`src/rtl/fifo_pkg.sv`:
```
// Shared FIFO definitions: default address width and Gray/binary pointer
// conversions, used by both the read-side and write-side pointer logic.
package fifo_pkg;

  localparam int FIFO_SIZE = 4;

  // Functions work on a fixed wide word; callers zero-extend and truncate with casts.
  localparam int PTR_MAX_W = 32;
  typedef logic [PTR_MAX_W-1:0] ptr_word_t;

  function automatic ptr_word_t bin2gray(input ptr_word_t bin);
    return bin ^ (bin >> 1);
  endfunction

  // Prefix-XOR from the MSB down, done as log2 shift/xor steps.
  function automatic ptr_word_t gray2bin(input ptr_word_t gray);
    ptr_word_t bin;
    bin = gray;
    for (int s = 1; s < PTR_MAX_W; s = s * 2) begin
      bin = bin ^ (bin >> s);
    end
    return bin;
  endfunction

endpackage

```
`src/rtl/sync_w2r.sv`:
```
// Two-flop synchronizer carrying the write-domain Gray pointer into r_clk.
// Gray coding guarantees at most one bit is in flight per write.
module sync_w2r #(
  parameter int WIDTH = 5
) (
  input  logic             clk,
  input  logic             rst_n,
  input  logic [WIDTH-1:0] d,
  output logic [WIDTH-1:0] q
);

  logic [WIDTH-1:0] meta;

  always_ff @(posedge clk or negedge rst_n) begin
    if (!rst_n) begin
      meta <= '0;
      q    <= '0;
    end else begin
      meta <= d;
      q    <= meta;
    end
  end

endmodule

```
`src/rtl/read_pointer.sv`:
```
// Read-side pointer, empty flag and occupancy for an async Gray-pointer FIFO.
// Optional registered almost-empty flag enabled by macro RD_ALMOST_EMPTY_EN.
module read_pointer
  import fifo_pkg::*;
#(
  parameter int SIZE     = FIFO_SIZE,
  parameter int AE_LEVEL = 2
) (
  input  logic            r_clk,
  input  logic            r_rst_n,
  input  logic            r_en,
  input  logic [SIZE:0]   w_ptr,
  output logic            r_empty,
  output logic [SIZE-1:0] r_addr,
  output logic [SIZE:0]   r_ptr,
  output logic [SIZE:0]   r_count,
  output logic            r_almost_empty
);

  localparam int PW = SIZE + 1;

  logic [SIZE:0] s_wr_ptr;
  logic [SIZE:0] r_bin;
  logic [SIZE:0] r_bin_nxt;
  logic [SIZE:0] r_gray_nxt;
  logic [SIZE:0] wr_bin;
  logic [SIZE:0] count_nxt;
  logic          accept;

  sync_w2r #(
    .WIDTH (PW)
  ) u_sync_w2r (
    .clk   (r_clk),
    .rst_n (r_rst_n),
    .d     (w_ptr),
    .q     (s_wr_ptr)
  );

  // Handshake: a read is accepted on a rising edge where r_en=1 and r_empty=0;
  // r_en while empty is ignored and leaves every pointer unchanged.
  always_comb begin
    accept     = r_en & ~r_empty;
    r_bin_nxt  = r_bin + PW'(accept);
    r_gray_nxt = PW'(bin2gray(ptr_word_t'(r_bin_nxt)));
    wr_bin     = PW'(gray2bin(ptr_word_t'(s_wr_ptr)));
    count_nxt  = wr_bin - r_bin_nxt;
  end

  // Flags use the post-accept pointer so empty rises on the edge taking the last entry.
  always_ff @(posedge r_clk or negedge r_rst_n) begin
    if (!r_rst_n) begin
      r_bin   <= '0;
      r_ptr   <= '0;
      r_empty <= 1'b1;
      r_count <= '0;
    end else begin
      r_bin   <= r_bin_nxt;
      r_ptr   <= r_gray_nxt;
      r_empty <= (r_gray_nxt == s_wr_ptr);
      r_count <= count_nxt;
    end
  end

  assign r_addr = r_bin[SIZE-1:0];

`ifdef RD_ALMOST_EMPTY_EN
  localparam logic [SIZE:0] AE_THRESH = PW'(AE_LEVEL);

  always_ff @(posedge r_clk or negedge r_rst_n) begin
    if (!r_rst_n) begin
      r_almost_empty <= 1'b1;
    end else begin
      r_almost_empty <= (count_nxt <= AE_THRESH);
    end
  end
`else
  assign r_almost_empty = r_empty;
`endif

endmodule

```
`config.mk`:
```
export PLATFORM = sky130hd
export DESIGN_NAME = read_pointer
export DESIGN_NICKNAME = d
export VERILOG_FILES = /design/src/rtl/fifo_pkg.sv /design/src/rtl/sync_w2r.sv /design/src/rtl/read_pointer.sv
export SDC_FILE = /design/constraint.sdc
export NUM_CORES = 1
export LEC_CHECK = 0
export CORE_MARGIN = 2
export CORE_UTILIZATION = 39
export DETAILED_ROUTE_END_ITERATION = 8
export PLACE_DENSITY_LB_ADDON = 0.12
export RECOVER_POWER = 25
export SLEW_MARGIN = 20
export SYNTH_ARGS = -nofsm -noshare
export SYNTH_HDL_FRONTEND = slang
export SYNTH_SLANG_ARGS = --single-unit
```
`constraint.sdc`:
```
create_clock -name r_clk -period 3.1 [get_ports r_clk]
set_clock_uncertainty 0.2 [all_clocks]
set_input_delay 0.465 -clock r_clk [delete_from_list [all_inputs] [get_ports r_clk]]
set_output_delay 0.465 -clock r_clk [all_outputs]
set_load 0.02 [all_outputs]
```
==> flow_summary_export.csv, run 1 <==
group,metric,value,unit
status,status,"finished clean",
cells_and_area,post-route-util,51.5,%
setup_path,critical_path_depth,10,
placed_design,gp_congestion,0.697,
setup_path,rrSetupSlack,0.29,ns
sta,setup-violations-final,0,
floorplan,ios,24,
yosys,yosysSeqAreaShare,58.5,%
cells_and_area,fin_area,0.00138,mm²
floorplan,initial_core_util,39.9,%
cells_and_area,drive_gt1_share,7.55,%
setup_path,path_cells,"xnor2_1, xnor2_1, xor2_2, xnor2_1, ha_1, inv_1, fa_1, a21oi_1, maj3_1, xnor2_1",
yosys,ys_seq_elements,25,
cells_and_area,fillCellCount,237,
clock_network,cts_tree,"yes",
cells_and_area,post_layout_nonfiller_instances,137,
worst_hold_path,hp-class,"reg -> reg",
sta,slew_headroom,54.6,%
power_and_ir_drop,power,1.58,mW
setup_path,ff2ff_path_depth,10,
sta,drv_slew,0,
setup_path,cp-startpoint,"u_sync_w2r.q[3]",
sta,period_share,90.6,%
routing,drt-initial-drc-count,12,
cells_and_area,multi_input_area,430,µm²
sta,finalHoldViolCount,0,
setup_path,criticalPathCategory,"reg -> reg",
routing,wl_per_cell,12.7,µm
routing,first_pass_iters,2,
yosys,synthCells,78,
sta,fin_tns_setup,0,ns
setup_path,cp_slowest_stage_delay,0.42,ns
setup_path,cp-end-kind,"flop",
placed_design,port_buffers,23,
worst_hold_path,min-delay-start,"u_sync_w2r.meta[2]",
sta,post-route-min-period,2.81,ns
yosys,synth-warning-count,0,
routing,vias_per_cell,4.66,
power_and_ir_drop,p_leak,0.596,nW
floorplan,num_rows,19,
sta,holdWs,0.164,ns
grt,antenna_found_initial,0,
yosys,syn_nets,92,
floorplan,core_area,0.00269,mm²
routing,wl,1.73,mm
yosys,synth_largest_area_cell,"dfrtp_1",
floorplan,fp.dieArea,0.00318,mm²
power_and_ir_drop,p_per_area,1140,mW/mm²
yosys,synth.area.top_cells,"dfrtp_1 56%, xnor2_1 11%, ha_1 5.8%, xor2_1 5.7%, dfstp_2 2.5%",
placed_design,hpwl,1.28,mm
setup_path,r2r-end,"r_count[4]",
setup_path,slowest_stage,"dfrtp_1",
clock_network,clock_sinks,25,
clock_network,clk_latency,0.32,ns
floorplan,die_h,56.4,µm
floorplan,die_w,56.4,µm
yosys,syn_area_per_cell,13.7,µm²
cells_and_area,antenna_cells,0,
sta,worst_slew_pin_slew,0.679,ns
placed_design,dp_cells,133,
power_and_ir_drop,ir_drop,0.000562,V
routing,drc,0,
setup_path,cp.arrival,2.87,ns
clock_network,clk_transition_reported_paths,0.13,ns
yosys,syn_area,0.00107,mm²
sta,setup_ws,0.291,ns
placed_design,place_area,0.00135,mm²
routing,met1Wirelength,757,µm
yosys,yosys.area.top_type_share,56.0,%
setup_path,worst-path-buf-inv,1,
grt,grt_pass1_vias,655,
setup_path,worst-endpoint-required,3.16,ns
setup_path,timing.rr.start,"u_sync_w2r.q[3]",
setup_path,startpoint_type,"flop",
flow_run,maxCapViolCount,0,
grt,grt_first_pass_wirelength,3.02,mm
setup_path,worst_setup_path_endpoint,"r_count[4]",
setup_path,cp_common_cell,"xnor2_1",
sta,rsz0062_at_grt,"false",
grt,grt_usage,12.8,%
cells_and_area,syn_to_final_growth,28.9,%
setup_path,crit_family,"XOR/XNOR gates",
placed_design,place_ws,0.134,ns
clock_network,cts_buffers,3,
routing,route.met3.wl,84,µm
sta,max_freq,0.356,GHz
yosys,yosys.cell_types.count,25,
routing,wl_met2,837,µm
routing,antenna_left,0,
grt,grt_overflow,0,
setup_path,crit_fanout,3,
clock_network,root_buffer,"clkbuf_4",
routing,dr.max_layer_used,"met4",
clock_network,cts_max_level,1,
cells_and_area,final-seq-area,627,µm²
clock_network,clk_path_buf_depth,2,
grt,grt_max_degree,16,
routing,vias,638,
cells_and_area,nNetsFinal,121,
==> report_power, final <==
part | internal [mW] | total [mW] | switching (mW)
Combinational | 0.458 | 0.916 | 0.458
Sequential | 0.445 | 0.518 | 0.0737
Clock | 0.0504 | 0.147 | 0.0961
Total | 0.953 | 1.58 | 0.628
==> per-layer routing <==
| layer | global-route usage (%) | vias to the layer above |
|---|---|---|
| met5 | 0 | - |
| met1 | 16.8 | 303 |
| met4 | 7.14 | 0 |
| met2 | 20.1 | 20 |
| li1 | - | 310 |
| met3 | 2.30 | 5 |
==> flip-flops by register name, indices dropped and copies added (netlist names) <==
| signal | count |
|---|---|
| r_almost_empty | 1 |
| r_bin | 5 |
| r_count | 5 |
| r_ptr | 4 |
| u_sync_w2r.meta | 5 |
| u_sync_w2r.q | 5 |
==> cells in the mapped netlist <==
library cell and n:
nand3_1 2, a211oi_2 1, a21boi_0 2, maj3_1 1
inv_1 4, o21a_1 1, xnor3_1 1, xor2_1 7
mux2i_1 1, and2_1 1, and4b_1 1, dfstp_2 1
ha_1 5, or3_1 1, a21o_1 1, fa_1 1
xnor2_1 14, nor2b_1 1, dfrtp_1 24, a31oi_1 1
a21oi_1 2, o21ai_0 1, nand2_1 1, buf_4 1
nor2_1 2
==> timing repair <==
item | CTS | global route
buffers inserted | 0 | 0
hold buffers | 0 | 0
setup endpoints to repair | 0 | 1
resized for setup | 0 | 1
==> cell families after synthesis <==
logic type / count (synthesis) / share of synthesized area (%)
compound gates: 9 / 5.95
xor+xnor: 22 / 19.3
fa+ha+maj: 7 / 8.63
buf+inv: 5 / 2.10
flops: 25 / 58.5
mux: 1 / 0.934
simple gates: 9 / 4.67
==> cell type report <==
type	count	share of cell area, %
Inverter	4	1.09
Timing Repair Buffer	25	17.7
Tap cell	31	2.81
Multi-Input combinational cell	48	31.1
Clock buffer	4	1.90
Sequential cell	25	45.3
==> worst reg2reg max path: cells and delay by family (launching register included) <==
family	cells	cell delay, ns
buffers and inverters	1	0.06
adder cells (fa/ha/maj)	3	0.76
flip-flops	1	0.42
XOR/XNOR	5	1.14
AO/OA/AOI/OAI	1	0.16
==> worst min-delay path by stage <==
stage / end / slack, ns / depth (start not counted)
6_report: u_sync_w2r.q[2] / 0.16 / 0
5_1_grt: u_sync_w2r.q[3] / 0.18 / 0
4_1_cts: u_sync_w2r.q[2] / 0.17 / 0
3_5_place_dp: u_sync_w2r.q[2] / 0.14 / 0
3_3_place_gp: u_sync_w2r.q[4] / 0.13 / 0
2_1_floorplan: r_bin[0] / -0.03 / 0
==> cells in the final DEF (no fill, tap or decap) <==
cell type	instances
xor2_1	6
a21oi_1	2
clkbuf_1	1
mux2i_1	1
and4b_1	1
maj3_1	1
a21boi_0	2
xnor3_1	1
dlygate4sd3_1	6
ha_1	5
a211oi_2	1
nand3_1	2
nand2_1	1
nor2_1	2
xor2_2	1
inv_1	4
or3_1	1
and2_1	1
a21o_1	1
clkbuf_4	3
xnor2_1	14
a31oi_1	1
clkdlybuf4s50_1	17
o21ai_0	1
buf_4	2
o21a_1	1
dfstp_2	1
dfrtp_1	24
fa_1	1
nor2b_1	1
No activity file was read; power rests on OpenSTA's default activity.
==> inputs of run 2 (changes only) <==
==> constraint.sdc (replaced) <==
create_clock -name r_clk -period 2.7 [get_ports r_clk]
set_clock_uncertainty 0.2 [all_clocks]
set_input_delay 0.405 -clock r_clk [delete_from_list [all_inputs] [get_ports r_clk]]
set_output_delay 0.405 -clock r_clk [all_outputs]
set_load 0.02 [all_outputs]
==> run 2 against run 1 <==
  * Count of clock-buffer cells in the layout unchanged
  * Largest power group unchanged
  * Flip-flop and latch count stayed put
  * Clock power grew 9%
  * Wire length is 1.8% higher
  * Setup slack lost 0.11 ns
  * Combinational power is 27% higher
==> flow_summary_export.csv, run 2 (synthesized netlist as in run 1, its figures left out) <==
group,metric,value,unit
clock_network,clk_transition_reported_paths,0.12,ns
setup_path,criticalPathCategory,"reg -> reg",
routing,wl,1.77,mm
flow_run,maxCapViolCount,0,
grt,grt_overflow,0,
grt,antenna_found_initial,0,
setup_path,cp-end-kind,"flop",
setup_path,path_cells,"xnor2_2, xnor2_2, xor2_1, xnor2_1, ha_1, inv_1, fa_2, a21oi_1, maj3_1, xnor2_1",
setup_path,r2r-end,"r_count[4]",
placed_design,hpwl,1.31,mm
cells_and_area,syn_to_final_growth,39.3,%
power_and_ir_drop,netSwitchingFraction,38.3,%
power_and_ir_drop,combPwrFrac,60.4,%
power_and_ir_drop,power,1.92,mW
status,status,"finished clean",
setup_path,rrSetupSlack,0.18,ns
worst_hold_path,whs_endpoint,"u_sync_w2r.q[1]",
setup_path,slowest_stage,"dfrtp_1",
setup_path,worst-endpoint-required,2.74,ns
worst_hold_path,holdPathStages,0,
sta,period_share,93.4,%
routing,wl_per_cell,11.7,µm
routing,first_pass_iters,2,
clock_network,cts_buffers,3,
cells_and_area,final_cell_mix,"24 x dfrtp_1, 17 x clkdlybuf4s50_1, 15 x buf_4",
power_and_ir_drop,ir_drop,0.000719,V
power_and_ir_drop,p_seq_share,31.3,%
power_and_ir_drop,p_leak,0.670,nW
grt,grt_usage,13.3,%
clock_network,clk_path_buf_depth,2,
power_and_ir_drop,p_int,1.18,mW
setup_path,ff2ff_path_depth,10,
cells_and_area,layout_commonest_cell,"dfrtp_1",
sta,fin_tns_setup,0,ns
floorplan,die_h,56.4,µm
power_and_ir_drop,p_sw,0.733,mW
setup_path,timing.rr.start,"u_sync_w2r.q[4]",
routing,antenna_left,0,
floorplan,num_rows,19,
cells_and_area,nNetsFinal,135,
routing,drt-initial-drc-count,10,
floorplan,fp.dieArea,0.00318,mm²
cells_and_area,fillCellCount,241,
placed_design,dp_cells,144,
sta,post-route-min-period,2.52,ns
setup_path,cp_slowest_stage_delay,0.43,ns
floorplan,initial_core_util,39.9,%
sta,drv_slew,0,
sta,max_freq,0.397,GHz
sta,setup-violations-final,0,
clock_network,clk_latency,0.31,ns
cells_and_area,drive_gt1_share,19.2,%
worst_hold_path,min-delay-start,"u_sync_w2r.meta[1]",
grt,grt_max_degree,26,
floorplan,core_area,0.00269,mm²
sta,slew_headroom,12.1,%
clock_network,postCtsHoldBufs,0,
floorplan,ios,24,
routing,vias_per_cell,4.54,
sta,worst_slew_pin_slew,1.32,ns
sta,finalHoldViolCount,0,
cells_and_area,antenna_cells,0,
clock_network,root_buffer,"clkbuf_4",
power_and_ir_drop,p_per_area,1280,mW/mm²
worst_hold_path,hp-class,"reg -> reg",
clock_network,cts_max_level,1,
setup_path,crit_fanout,2,
placed_design,port_buffers,23,
grt,grt_pass1_vias,665,
cells_and_area,post_layout_nonfiller_instances,151,
grt,grt_first_pass_wirelength,3.18,mm
clock_network,clock_sinks,25,
power_and_ir_drop,p_clk_share,8.3,%
floorplan,die_w,56.4,µm
setup_path,startpoint_type,"flop",
setup_path,cp.arrival,2.56,ns
clock_network,cts_tree,"yes",
placed_design,gp_congestion,0.721,
routing,vias,686,
routing,drc,0,
[run 2: changes by cell type in the layout (fill, tap and decap cells not counted), sizes merged]
cell / delta
clkbuf: +1
buf: +13
[run 2: per-layer routing]
layer  track usage, %  share of wire (%)  up-vias  wire length [µm]
met5                0                  0        -                 0
met2             20.1                 46       20               808
met4             6.12                1.8        0                31
li1                 -                  -      338                 -
met1             18.0                 47      323               822
met3             3.46                5.8        5               103
[run 2: power groups by stage]
stage / Sequential, mW / Clock, mW / Combinational [mW]
final: 0.600 / 0.160 / 1.16
after global routing: 0.619 / 0.189 / 1.29
after CTS: 0.602 / 0.173 / 1.17
after detailed placement: 0.609 / 0 / 1.15
after global placement: 0.604 / 0 / 1.15
after floorplan: 0.738 / 0 / 0.553
[run 2: worst max path at each step]
stage / start / cells after the start / slack [ns] / to
finish: u_sync_w2r.q[4] / 10 / 0.18 / r_count[4]
global route: u_sync_w2r.q[4] / 10 / -0.01 / r_count[4]
detailed placement: u_sync_w2r.q[3] / 10 / -0.04 / r_count[4]
floorplan: u_sync_w2r.q[3] / 10 / 0.04 / r_count[4]
global placement: u_sync_w2r.q[3] / 10 / -0.03 / r_count[4]
CTS: u_sync_w2r.q[3] / 10 / 0.05 / r_count[4]
[run 2: area by class of cell]
cell class	count	area (µm²)	share of cell area (%)
Sequential cell	25	627	42.0
Multi-Input combinational cell	48	440	29.5
Timing Repair Buffer	39	347	23.2
Tap cell	31	38.8	2.60
Inverter	4	15.0	1.01
Clock buffer	4	26.3	1.76
[run 2: per-stage QoR]
stage / instance area [µm²] / setup WS [ns] / hold slack, ns / utilization [%]
CTS: 1470 / 0.0521 / 0.166 / 54.5
finish: 1490 / 0.178 / 0.161 / 55.6
global placement: 1430 / -0.0262 / 0.132 / 53.3
floorplan: 1070 / 0.0428 / -0.0906 / -
global route: 1490 / -0.0110 / 0.172 / 55.6
detailed placement: 1430 / -0.0400 / 0.136 / 53.3
[run 2: repair_timing]
item	CTS	global route
pin swaps	1	2
resized for setup	0	3
buffers inserted	1	2
endpoints found under the setup margin	1	1
[run 2: worst max-delay path, delay by kind of cell, from the launching register on]
family | cells | cell delay (ns)
buffers and inverters | 1 | 0.06
AO/OA/AOI/OAI | 1 | 0.16
XOR/XNOR | 5 | 0.90
flip-flops | 1 | 0.43
adder cells (fa/ha/maj) | 3 | 0.71
